## src/rtl/rr_mux_arbiter.sv

```systemverilog
// rr_mux_arbiter: N-channel registered multiplexer with valid/ready handshakes.
// Each cycle one requesting channel is picked, either round-robin or by fixed
// priority, and its word is loaded into a single-entry output register.
// A drain and a load in the same cycle keep the register full, so the block
// sustains one word per cycle.

module rr_mux_arbiter #(
    parameter int unsigned WIDTH    = 8,
    parameter int unsigned CHANNELS = 4,
    parameter int unsigned RR       = 1,
    localparam int unsigned CW      = $clog2(CHANNELS)
) (
    input  logic                      clk,
    input  logic                      rst_,
    input  logic [CHANNELS*WIDTH-1:0] in_data,
    input  logic [CHANNELS-1:0]       in_valid,
    output logic [CHANNELS-1:0]       in_ready,
    output logic [WIDTH-1:0]          out_data,
    output logic [CW-1:0]             out_chan,
    output logic                      out_valid,
    input  logic                      out_ready
);

    localparam logic [CW-1:0] LastReset = CW'(CHANNELS - 1);

    logic [WIDTH-1:0] out_data_q;
    logic [CW-1:0]    out_chan_q;
    logic             out_valid_q;
    // Channel granted most recently; the search starts one past it.
    logic [CW-1:0]    last_q;

    logic             can_load;
    logic             grant_found;
    logic [CW-1:0]    grant;
    logic             xfer;

    // Unpacked view of the packed input bus, one entry per channel.
    logic [WIDTH-1:0] chan_data [CHANNELS];

    for (genvar i = 0; i < CHANNELS; i++) begin : g_unpack
        assign chan_data[i] = in_data[i*WIDTH +: WIDTH];
    end

    assign can_load = !out_valid_q || out_ready;

    // Pick the winning channel among the current requesters.
    always_comb begin
        logic [CW-1:0] cand;
        int unsigned   sum;
        grant       = '0;
        grant_found = 1'b0;
        cand        = '0;
        sum         = 0;
        if (RR != 0) begin
            // Search last+1, last+2, ... wrapping modulo CHANNELS so the
            // index never leaves 0..CHANNELS-1, even for non-power-of-2 sizes.
            for (int unsigned k = 1; k <= CHANNELS; k++) begin
                sum  = 32'(last_q) + k;
                cand = CW'(sum % CHANNELS);
                if (!grant_found && in_valid[cand]) begin
                    grant       = cand;
                    grant_found = 1'b1;
                end
            end
        end else begin
            for (int unsigned k = 0; k < CHANNELS; k++) begin
                if (!grant_found && in_valid[k]) begin
                    grant       = CW'(k);
                    grant_found = 1'b1;
                end
            end
        end
    end

    // Acknowledge only the winner, and only when the output register can take it.
    always_comb begin
        in_ready = '0;
        if (can_load && grant_found) begin
            in_ready[grant] = 1'b1;
        end
    end

    assign xfer = can_load && grant_found;

    // Output register and round-robin pointer.
    always_ff @(posedge clk or negedge rst_) begin
        if (!rst_) begin
            out_data_q  <= '0;
            out_chan_q  <= '0;
            out_valid_q <= 1'b0;
            last_q      <= LastReset;
        end else begin
            if (xfer) begin
                // A load wins over a simultaneous drain: new word replaces old.
                out_data_q  <= chan_data[grant];
                out_chan_q  <= grant;
                out_valid_q <= 1'b1;
                if (RR != 0) begin
                    last_q <= grant;
                end
            end else if (out_valid_q && out_ready) begin
                out_valid_q <= 1'b0;
            end
        end
    end

    assign out_data  = out_data_q;
    assign out_chan  = out_chan_q;
    assign out_valid = out_valid_q;

endmodule

```

## config.mk

```make
export PLATFORM = sky130hd
export DESIGN_NAME = rr_mux_arbiter
export DESIGN_NICKNAME = d
export VERILOG_FILES = /design/src/rtl/rr_mux_arbiter.sv
export SDC_FILE = /design/constraint.sdc
export NUM_CORES = 1
export LEC_CHECK = 0
export BUFFER_PORTS_ARGS = -buffer_cell sky130_fd_sc_hd__buf_2
export CORE_ASPECT_RATIO = 0.8
export CORE_UTILIZATION = 37
export DETAILED_ROUTE_END_ITERATION = 10
export PLACE_DENSITY = 0.78
export SYNTH_ARGS = -nofsm -noshare
export SYNTH_HDL_FRONTEND = slang
export SYNTH_SLANG_ARGS = --single-unit
```

## constraint.sdc

```tcl
create_clock -name clk -period 1.7 [get_ports clk]
set_input_delay 0.085 -clock clk [delete_from_list [all_inputs] [get_ports clk]]
set_output_delay 0.085 -clock clk [all_outputs]
set_load 0.005 [all_outputs]
```

### Word level (Yosys, flattened, before mapping)

Cells that the tools add are included.

| word-level totals | value |
|---|---|
| register bits after elaboration | 13 |
| output and inout port bits | 15 |
| logic and storage cells | 52 |

| operators by class | value |
|---|---|
| add/subtract/negate cells | 4 |
| reductions and logical operators | 12 |
| order comparisons | 7 |
| bitwise gates (word level) | 1 |
| mux-type cells | 24 |

Operators by type and width:

| operator | count |
|---|---|
| 8-bit binary-select mux with 2-bit select | 1 |
| 8-bit two-way mux | 2 |
| 2-bit by 3-bit less-than comparator with 1-bit output (second input constant) | 5 |
| 1-bit two-way mux | 11 |
| 1-bit binary-select mux with 2-bit select | 4 |
| 2-bit two-way mux | 4 |
| 1-bit logical AND | 6 |
| 2-bit by 1-bit adder with 2-bit output (second input constant) | 2 |
| 2-bit adder (second input constant) | 2 |
| 1-bit logical NOT | 4 |
| 4-bit two-way mux | 1 |
| 3-bit greater-or-equal comparator (second input constant) | 1 |
| 2-bit inverter with 3-bit output | 1 |
| 1-bit demux with 2-bit select | 1 |
| 2-bit by 1-bit greater-or-equal comparator with 1-bit output (second input constant) | 1 |
| 2-bit nonzero test | 1 |
| 1-bit logical OR | 1 |

### Depth between registers and ports, before layout

Gate-level depths: netlist of run 1.

| logic depth | value |
|---|---|
| depth after elaboration | 18 |
| gate-level depth with buffers | 6 |
| mapped depth without buffers | 5 |

### Worst setup path after synthesis of run 1

OpenSTA, ideal clock, no wires.

| timing path | value |
|---|---|
| path type | register -> register |
| from | reg last_q[0] |
| to | reg out_data_q[0] (netlist: out_data[0]) |
| cell stages (with the launch flop) | 7 |
| clock period less this slack | 1,688 ps |
| arrival | 1,556 ps |
| buffers on the path | 1 |
| data required time | 1,568 ps |
| setup slack | 12 ps |
| path through | dfstp_2 > nand2b_1 > o21ai_1 > a211oi_2 > buf_4 > mux2i_1 > o221ai_2 |

| on the way | value |
|---|---|
| cells in the longest elaborated chain, start to end | 17 |
| elaborated cells on any way between the ends | 31 |
| those cells by class | 4 x add/sub; 19 x mux; 1 x bitwise; 7 x reduce/logical |

Ends and longest elaborated chain:

| element | RTL line | source |
|---|---|---|
| start: declaration | 30 | `logic [CW-1:0] last_q;` |
| start signal: assignment | 91 | `last_q <= LastReset;` |
| start signal: assignment | 99 | `last_q <= grant;` |
| 2-bit by 1-bit adder with 2-bit output | 58 | `sum = 32'(last_q) + k;` |
| 1-bit binary-select mux with 2-bit select | 60 | `if (!grant_found && in_valid[cand]) begin` |
| 1-bit two-way mux (implied by the code) | 60 |  |
| 1-bit two-way mux | 60 |  |
| 1-bit logical NOT | 60 |  |
| 1-bit logical AND | 60 |  |
| 1-bit two-way mux | 60 |  |
| 1-bit logical NOT | 60 |  |
| 1-bit logical AND | 60 |  |
| 1-bit two-way mux | 60 |  |
| 1-bit logical NOT | 60 |  |
| 1-bit logical AND | 60 |  |
| 2-bit two-way mux | 60 |  |
| 2-bit inverter with 3-bit output (implied by the code) | 95 | `out_data_q <= chan_data[grant];` |
| 8-bit binary-select mux with 2-bit select | 95 |  |
| 8-bit two-way mux (implied by the code) (2 in a row) | 95 |  |
| end signal: assignment | 95 |  |
| end: declaration | 26 | `logic [WIDTH-1:0] out_data_q;` |

Several ways; a longest one is shown, not always the timed one. The select of a mux whose other input is x is not followed.
A chain may end at the register's enable or synchronous reset.

### Final worst setup path of run 1

| timing path | value |
|---|---|
| from | reg last_q[0] |
| to | reg out_data_q[6] (netlist: out_data[6]) |

Same word-level chain as after synthesis.

==> flow_metrics.env, run 1 <==
export IMPL_p_per_area_mw_per_mm2=960
export IMPL_grt_pass1_wl_mm=3.64
export IMPL_std_cell_rows=14
export IMPL_p_sw_frac=0.342
export IMPL_syn_nets=121
export IMPL_drtIter0Drc=2
export IMPL_grt_max_degree=14
export IMPL_hp_start="in_valid[2]"
export IMPL_dp_hpwl_mm=1.70
export IMPL_max_slew_margin_rel=0.676
export IMPL_final_cell_mix="buf_2, nand2_1, dfrtp_1"
export IMPL_clockPowerShare=0.147
export IMPL_hp_class="in2reg"
export IMPL_crit_type="reg2reg"
export IMPL_finClkSkew_ns=0.00666
export IMPL_nFillCells=160
export IMPL_p_leak_nw=0.680
export IMPL_max_cap_violations=0
export IMPL_place_congestion=0.773
export IMPL_grt_total_usage=0.217
export IMPL_fmax_ghz=0.565
export IMPL_io_buffers=53
export IMPL_setup_violations=10
export IMPL_yosysWarnings=0
export IMPL_start_kind="register"
export IMPL_route_detailed_drc=0
export IMPL_synthMuxAreaShare=0.196
export IMPL_crit_family="flip-flops"
export IMPL_rsz0062_at_grt="yes"
export IMPL_cts_htree_levels=1
export IMPL_viasPerCell=5.10
export IMPL_post_route_util=0.691
export IMPL_reg2reg_from="last_q[0]"
export IMPL_final_common_cell="buf_2"
export IMPL_cts_made_buffers=3
export IMPL_drt_wirelength_per_cell_um=13.7
export IMPL_critPathRequiredTime_ns=1.86
export IMPL_arrival_ns=1.93
export IMPL_area_growth_pct=67.1
export IMPL_synth_compound_gate_area_share=0.187
export IMPL_intPower_w=0.000864
export IMPL_antenna_cells=0
export IMPL_die_w_um=54.6
export IMPL_end_kind="register"
export IMPL_first_pass_iters=4
export IMPL_cts_sinks=13
export IMPL_fin_crit_sh=1.04
export IMPL_syn_area_um2=818
export IMPL_drive_gt1_frac=0.651
export IMPL_synth_adder_area_share=0
export IMPL_num_vias=882
export IMPL_cp_startpoint="last_q[0]"
export IMPL_cts_tree="yes"
export IMPL_die_h_um=44.1
export IMPL_final_cells=173
export IMPL_pwr_share_seq=0.342
export IMPL_synth_seq_cells=13
export IMPL_start_util=0.413
export IMPL_synth_avg_cell_area_um2=9.98
export IMPL_yosys_area_share_simple=0.164
export IMPL_netlist_instances=82
export IMPL_fin_nets=189
export IMPL_synthXorXnorAreaFrac=0
export IMPL_dieArea_mm2=0.00240
export IMPL_power_frac_comb=0.511
export IMPL_ctsRootBufferMaster="clkbuf_4"
export IMPL_peakVddDrop_uv=766
export IMPL_setup_slack_ns=-0.0694
export IMPL_slew_violations=0
export IMPL_grt_pass1_vias=853
export IMPL_worst_pin_slew_ns=0.481
export IMPL_pin_count=54
export IMPL_dp_slack_ns=-0.133
export IMPL_post_route_min_period_ns=1.77
export IMPL_status="complete, but fails checks"
export IMPL_clk_latency_ns=0.28
export IMPL_hold_violations=0
export IMPL_path_max_fanout=7
export IMPL_violations="negative setup slack"
export IMPL_core_region_area_mm2=0.00198
export IMPL_slowest_delay_ns=0.55
export IMPL_ys_types=20
export IMPL_cts_buffer_depth=2
export IMPL_ys_seq_area_frac=0.401
export IMPL_ant_nets=0
export IMPL_dp_cells=161
export IMPL_synth_top_family_by_area="multiplexers"
export IMPL_clkSlewWorstSetupHoldPaths_ns=0.08
export IMPL_path_cells="nand2b_4, o21ai_4, a211oi_4, buf_6, buf_12, mux2i_4, o221ai_2"
export IMPL_overflow=0
export IMPL_path_buf_inv=2
export IMPL_p_switching_w=0.000449
export IMPL_critPathSlowestCell="dfstp_2"
export IMPL_routed_wl_mm=2.37
export IMPL_antenna_found_initial=0
[layout make-up]
class	count	area, µm²	area share
timing repair buffer	68	412	0.301
clock buffer	4	26.3	0.0192
sequential	13	328	0.240
inverter	2	7.51	0.00549
tap	24	30.0	0.0220
multi-input combinational	62	564	0.413
[metal layers]
metal / GRT usage / routed length (µm) / part of all wire
met1: 0.283 / 1050 / 0.44
met2: 0.354 / 1140 / 0.48
met3: 0.0550 / 153 / 0.065
met4: 0.0615 / 27 / 0.011
met5: 0 / 0 / 0
[power groups by stage]
stage | registers [W] | clock network, W | logic, W
3_3_place_gp | 0.000444 | 0 | 0.000480
5_1_grt | 0.000458 | 0.000213 | 0.000717
3_5_place_dp | 0.000445 | 0 | 0.000500
6_report | 0.000448 | 0.000193 | 0.000671
4_1_cts | 0.000448 | 0.000201 | 0.000638
2_1_floorplan | 0.000447 | 0 | 0.000290
[per-stage QoR]
stage | setup TNS, ns | area [µm²] | total power, W | hold slack, ns
final | -0.497 | 1370 | 0.00131 | 0.0965
after global routing | -1.26 | 1370 | 0.00139 | 0.0960
after CTS | -0.411 | 1330 | 0.00129 | 0.0817
after detailed placement | -0.602 | 1140 | 0.000945 | -0.00690
after global placement | -0.0319 | 1140 | 0.000925 | -0.0178
after floorplan | 0 | 818 | 0.000737 | -0.211
[path summary, 6_finish.rpt]
kind / to / slack, ns / depth (start not counted)
setup / recovery: out_data[6] / -0.07 / 7
hold / removal: out_valid / 0.1 / 3
setup reg to reg: out_data[6] / -0.07 / 7
hold reg to reg: out_chan[1] / 0.49 / 2
max in group asynchronous: last_q[1] / 1.18 / 2
min in group asynchronous: out_chan[1] / 0.23 / 2
[timing repair]
action                     in CTS  in global routing
hold buffers                    1                  0
setup endpoints to repair      12                 12
pin swaps                       6                  1
buffers inserted                6                  1
gates resized for setup        23                  5
hold endpoints to repair       13                  0
[state kept, by name, summed over array words and instances (netlist names)]
name,flops
last_q,2
out_chan,2
out_valid,1
out_data,8
[cell usage after synthesis (all sizes together)]
cell type / n / area (µm²)
o221ai: 8 / 101
nor2: 7 / 26.3
nor2b: 1 / 6.26
dfrtp: 11 / 275
nand2: 14 / 52.6
nand2b: 6 / 37.5
o22ai: 1 / 6.26
inv: 2 / 7.51
dfstp: 2 / 52.6
nor3: 1 / 5.00
mux2i: 16 / 160
nor4: 1 / 6.26
buf: 5 / 36.3
a211oi: 1 / 12.5
o21a: 1 / 7.51
o21ai: 1 / 5.00
a21oi: 4 / 20.0
[cells by family after synthesis]
family,count (synthesis)
AND/OR/NAND/NOR,30
buffers and inverters,7
flip-flops,13
multiplexers,16
AO/OA/AOI/OAI,16
[worst reg2reg max path: cells and delay by family (launching register included)]
| kind | cells | cell delay (ns) |
|---|---|---|
| AO/OA/AOI/OAI | 3 | 0.40 |
| buffers and inverters | 2 | 0.32 |
| flip-flops | 1 | 0.55 |
| multiplexers | 1 | 0.24 |
| AND/OR/NAND/NOR | 1 | 0.14 |
Note: power is estimated with default switching activity, not from simulation.
==> run 2: changes to the inputs <==
CORE_UTILIZATION = 41   (was 37)
PLACE_DENSITY = 0.82   (was 0.78)
clock period = 2 ns   (was 1.7 ns; I/O delays follow)
==> run 2 against run 1 <==
Clock power decreased by 17%. Die area down 9.4%. Via count shrank 4.5%. Hold slack improved by 0.0059 ns. The run now ends clean. Critical path type is now reg2out.
==> flow_metrics.env, run 2 (synthesis results as in run 1) <==
export IMPL_wl_met2_mm=1.07
export IMPL_die_w_um=51.9
export IMPL_tns_ns=0
export IMPL_path_cells="nand2b_1, o21ai_1, a211oi_4, buf_6, buf_4, nor2_1, buf_2"
export IMPL_max_cap_violations=0
export IMPL_dp_hpwl_mm=1.63
export IMPL_clk_latency_ns=0.28
export IMPL_start_util=0.437
export IMPL_fmax_ghz=0.519
export IMPL_std_cell_rows=14
export IMPL_grt_max_degree=16
export IMPL_drtIter0Drc=2
export IMPL_die_h_um=42.0
export IMPL_wl_met1_um=898
export IMPL_final_common_cell="buf_2"
export IMPL_peakVddDrop_uv=466
export IMPL_post_dp_cell_area_mm2=0.00110
export IMPL_pin_count=54
export IMPL_status="finished, final reports clean"
export IMPL_start_kind="register"
export IMPL_grt_pass1_wl_mm=3.46
export IMPL_hold_violations=0
export IMPL_cts_tree="yes"
export IMPL_path_max_fanout=8
export IMPL_routed_wl_mm=2.23
export IMPL_worst_r2r_endpoint="out_data[5]"
export IMPL_core_region_area_mm2=0.00187
export IMPL_critPathRequiredTime_ns=1.90
export IMPL_antenna_cells=0
export IMPL_endpoint="in_ready[1]"
export IMPL_cp_num_cells=7
export IMPL_overflow=0
export IMPL_hp_class="in2reg"
export IMPL_largest_register_ffs=8
export IMPL_worst_pin_slew_ns=0.476
export IMPL_cp_startpoint="last_q[0]"
export IMPL_cts_buffer_depth=2
export IMPL_crit_type="reg2out"
export IMPL_place_congestion=0.708
export IMPL_slowest_delay_ns=0.53
export IMPL_route_detailed_drc=0
export IMPL_drt_wirelength_per_cell_um=13.4
export IMPL_reg2reg_slack_ns=0.10
export IMPL_post_route_min_period_ns=1.93
export IMPL_critPathSlowestCell="dfstp_2"
export IMPL_reg2reg_from="last_q[0]"
export IMPL_ant_nets=0
export IMPL_clkSlewWorstSetupHoldPaths_ns=0.07
export IMPL_cts_htree_levels=1
export IMPL_wl_met3_um=181
export IMPL_holdWs_ns=0.102
export IMPL_grt_pass1_vias=807
export IMPL_final_cell_mix="buf_2, mux2i_1, nand2_1"
export IMPL_p_leak_nw=0.629
export IMPL_grt_total_usage=0.222
export IMPL_slew_violations=0
export IMPL_area_growth_pct=44.8
export IMPL_p_per_area_mw_per_mm2=830
export IMPL_arrival_ns=1.83
export IMPL_cts_made_buffers=3
export IMPL_nFillCells=165
export IMPL_rr_worst_depth=7
export IMPL_fin_crit_sh=0.964
export IMPL_setup_violations=0
export IMPL_ctsRootBufferMaster="clkbuf_4"
export IMPL_max_slew_margin_rel=0.679
export IMPL_io_buffers=53
export IMPL_finClkSkew_ns=0.00354
export IMPL_post_route_util=0.632
export IMPL_cts_sinks=13
export IMPL_drive_gt1_frac=0.521
export IMPL_viasPerCell=5.07
export IMPL_crit_family="flip-flops"
export IMPL_fin_nets=182
export IMPL_dieArea_mm2=0.00218
export IMPL_end_kind="output pin"
export IMPL_final_area_mm2=0.00118
export IMPL_routed_top_layer="met4"
export IMPL_path_buf_inv=3
export IMPL_p_total_w=0.000984
export IMPL_num_vias=842
export IMPL_antenna_found_initial=0
export IMPL_first_pass_iters=2
run 2: cell count changes in the layout (fill, tap and decap cells not counted), moves of 3 or more:
cell      delta
mux2i_2      -6
mux2i_1      +8
nand2b_4     -3
buf_6        -4
run 2: report_power, final:
group          total [W]  switching [W]  internal [W]
Sequential      0.000379      0.0000436      0.000335
Combinational   0.000444       0.000212      0.000232
Clock           0.000160      0.0000830     0.0000774
run 2: what timing repair did:
action,CTS,global route
setup buffers,0,5
endpoints found under the hold margin,13,0
hold buffers,1,0
setup endpoints to repair,2,4
resized for setup,1,3
run 2: layer usage:
metal | track usage | vias up
li1 | - | 413
met1 | 0.266 | 378
met2 | 0.377 | 42
met3 | 0.0330 | 9
met4 | 0.114 | 0
met5 | 0 | -
run 2: layout make-up:
type | count | area, µm² | area share
clock buffer | 4 | 26.3 | 0.0222
inverter | 2 | 7.51 | 0.00634
tap | 24 | 30.0 | 0.0253
timing repair buffer | 61 | 332 | 0.280
sequential | 13 | 328 | 0.277
multi-input combinational | 62 | 462 | 0.390
run 2: worst min path at each step:
stage	end	start	cells past startpoint	slack (ns)
final	out_valid	in_valid[2]	3	0.10
after global routing	out_valid	in_valid[2]	3	0.12
after CTS	out_valid	in_valid[2]	3	0.08
after detailed placement	out_data[6]	rst_	1	0.002
after global placement	out_chan[1]	rst_	1	-0.003
after floorplan	out_chan[0]	rst_	0	-0.20
run 2: metrics by stage:
stage | cells | setup slack (ns)
after CTS | 161 | 0.0127
after global routing | 166 | -0.0151
after global placement | 156 | 0.265
final | 166 | 0.0723
after floorplan | 82 | 0.312
after detailed placement | 156 | 0.114
run 2: tightest hold or removal path, cell delays in order:
cell     delay, ns
buf_2         0.11
nor4_1        0.08
nand2_1       0.06
==> run 3: changes to the inputs <==
--- a/config.mk
+++ b/config.mk
@@ -8,6 +8,7 @@
 export BUFFER_PORTS_ARGS = -buffer_cell sky130_fd_sc_hd__buf_2
+export CAP_MARGIN = 20
 export CORE_ASPECT_RATIO = 0.8
-export CORE_UTILIZATION = 41
+export CORE_UTILIZATION = 37
 export DETAILED_ROUTE_END_ITERATION = 10
-export PLACE_DENSITY = 0.82
+export PLACE_DENSITY = 0.78
 export SYNTH_ARGS = -nofsm -noshare
==> constraint.sdc (replaced) <==
create_clock -name clk -period 1.7 [get_ports clk]
set_input_delay 0.34 -clock clk [delete_from_list [all_inputs] [get_ports clk]]
set_output_delay 0.34 -clock clk [all_outputs]
set_load 0.005 [all_outputs]
==> run 3 against run 2 <==
The flow now finishes with violations (negative setup slack). Die area grew 10%. Routed wire length grew 29%. Critical path depth is the same. First-iteration DRC count grew to 5.5 times the previous value. Sequential share of layout area shrank 4.5 points. Clock skew shrank 0.0013 ns. Utilization grew 8.2 points. Combinational power grew 70%. Sequential cell count is the same. Largest power group unchanged.
==> flow_metrics.env, run 3 (synthesis results as in run 1) <==
export IMPL_finClkSkew_ns=0.00228
export IMPL_setup_violations=12
export IMPL_max_slew_margin_rel=0.710
export IMPL_tns_ns=-2.57
export IMPL_violations="negative setup slack"
export IMPL_hold_violations=0
export IMPL_peakVddDrop_uv=593
export IMPL_met3_usage=0.0412
export IMPL_dp_hpwl_mm=1.89
export IMPL_final_cell_mix="buf_2, nand2_1, dfrtp_1"
export IMPL_drt_wirelength_per_cell_um=16.5
export IMPL_p_per_area_mw_per_mm2=987
export IMPL_status="complete, but fails checks"
export IMPL_post_route_min_period_ns=2.04
export IMPL_first_pass_iters=4
export IMPL_setup_slack_ns=-0.337
export IMPL_pin_count=54
export IMPL_cp_startpoint="last_q[0]"
export IMPL_cts_buffer_depth=2
export IMPL_hp_class="in2reg"
export IMPL_busiest_layer="met2"
export IMPL_grt_total_usage=0.233
export IMPL_arrival_ns=1.70
export IMPL_cts_tree="yes"
export IMPL_worst_pin_slew_ns=0.436
export IMPL_ctsRootBufferMaster="clkbuf_4"
export IMPL_met1_usage=0.287
export IMPL_grt_pass1_wl_mm=3.91
export IMPL_p_leak_nw=0.688
export IMPL_cts_sinks=13
export IMPL_die_h_um=44.1
export IMPL_max_cap_violations=0
export IMPL_std_cell_rows=14
export IMPL_clk_latency_ns=0.27
export IMPL_route_detailed_drc=0
export IMPL_antenna_cells=0
export IMPL_overflow=0
export IMPL_core_region_area_mm2=0.00198
export IMPL_cts_htree_levels=1
export IMPL_final_area_mm2=0.00141
export IMPL_fin_nets=190
export IMPL_dp_slack_ns=-0.114
export IMPL_final_common_cell="buf_2"
export IMPL_clkSlewWorstSetupHoldPaths_ns=0.08
export IMPL_reg2reg_from="last_q[0]"
export IMPL_antenna_found_initial=0
export IMPL_dieArea_mm2=0.00240
export IMPL_post_dp_cell_area_mm2=0.00117
export IMPL_grt_pass1_vias=941
export IMPL_start_util=0.413
export IMPL_fin_crit_sh=1.20
export IMPL_drtIter0Drc=11
export IMPL_die_w_um=54.6
export IMPL_rsz0062_at_grt="yes"
export IMPL_post_route_util=0.714
export IMPL_routed_wl_mm=2.87
export IMPL_nFillCells=141
export IMPL_critPathRequiredTime_ns=1.36
export IMPL_ant_nets=0
export IMPL_crit_type="reg2out"
export IMPL_largest_register_ffs=8
export IMPL_start_kind="register"
export IMPL_hp_start="in_data[13]"
export IMPL_end_kind="output pin"
export IMPL_path_max_fanout=4
export IMPL_area_growth_pct=72.8
export IMPL_fmax_ghz=0.491
export IMPL_drive_gt1_frac=0.653
export IMPL_grt_max_degree=14
export IMPL_grtUsageMet2=0.405
export IMPL_place_congestion=0.671
export IMPL_cts_made_buffers=3
export IMPL_slew_violations=0
export IMPL_viasPerCell=5.38
export IMPL_io_buffers=53
export IMPL_num_vias=936
## run 3: layout make-up
cell class | instances | area, µm² | area share
clock buffers | 4 | 26.3 | 0.0186
repair buffers | 69 | 428 | 0.303
well taps | 24 | 30.0 | 0.0212
flip-flops and latches | 13 | 328 | 0.232
multi-input cells | 62 | 587 | 0.415
inverters | 2 | 15.0 | 0.0106
## run 3: where the power goes
| part | internal (W) | switching [W] | total, W | leakage (nW) |
|---|---|---|---|---|
| Sequential | 0.000394 | 0.0000528 | 0.000447 | 0.151 |
| Combinational | 0.000420 | 0.000336 | 0.000756 | 0.521 |
| Clock | 0.0000909 | 0.000102 | 0.000193 | 0.0150 |
| Total | 0.000905 | 0.000490 | 0.00140 | 0.688 |
## run 3: path summary, 6_finish.rpt
check	endpoint	slack, ns	cells past startpoint
max	in_ready[0]	-0.34	7
min	out_data[5]	0.37	3
max reg2reg	out_data[0]	-0.26	8
min reg2reg	out_chan[1]	0.48	2
max in group asynchronous	last_q[0]	0.91	2
min in group asynchronous	out_data[0]	0.50	2
## run 3: critical path, cell delays in order (launching register included)
cell and delay [ns]:
dfstp_2 0.55, nand2b_4 0.14, a21oi_4 0.06, a211oi_4 0.29, buf_12 0.16, inv_8 0.03
nor2_4 0.08, buf_2 0.11
## run 3: through the flow
stage | cells | hold slack, ns | total power, W
detailed placement | 163 | 0.247 | 0.000978
floorplan | 82 | 0.0444 | 0.000744
CTS | 173 | 0.362 | 0.00127
finish | 174 | 0.367 | 0.00140
global route | 174 | 0.378 | 0.00147
global placement | 163 | 0.238 | 0.000951
## run 3: layer usage
metal / part of all wire / wire, µm
met5: 0 / 0
met4: 0.024 / 68
met3: 0.061 / 176
met2: 0.53 / 1520
met1: 0.39 / 1100
## run 3: timing repair
action	4_1_cts	5_1_grt
setup endpoints to repair	12	12
hold buffers	1	0
gates resized for setup	12	24
endpoints found under the hold margin	11	0
setup buffers	5	2
pin swaps	4	4
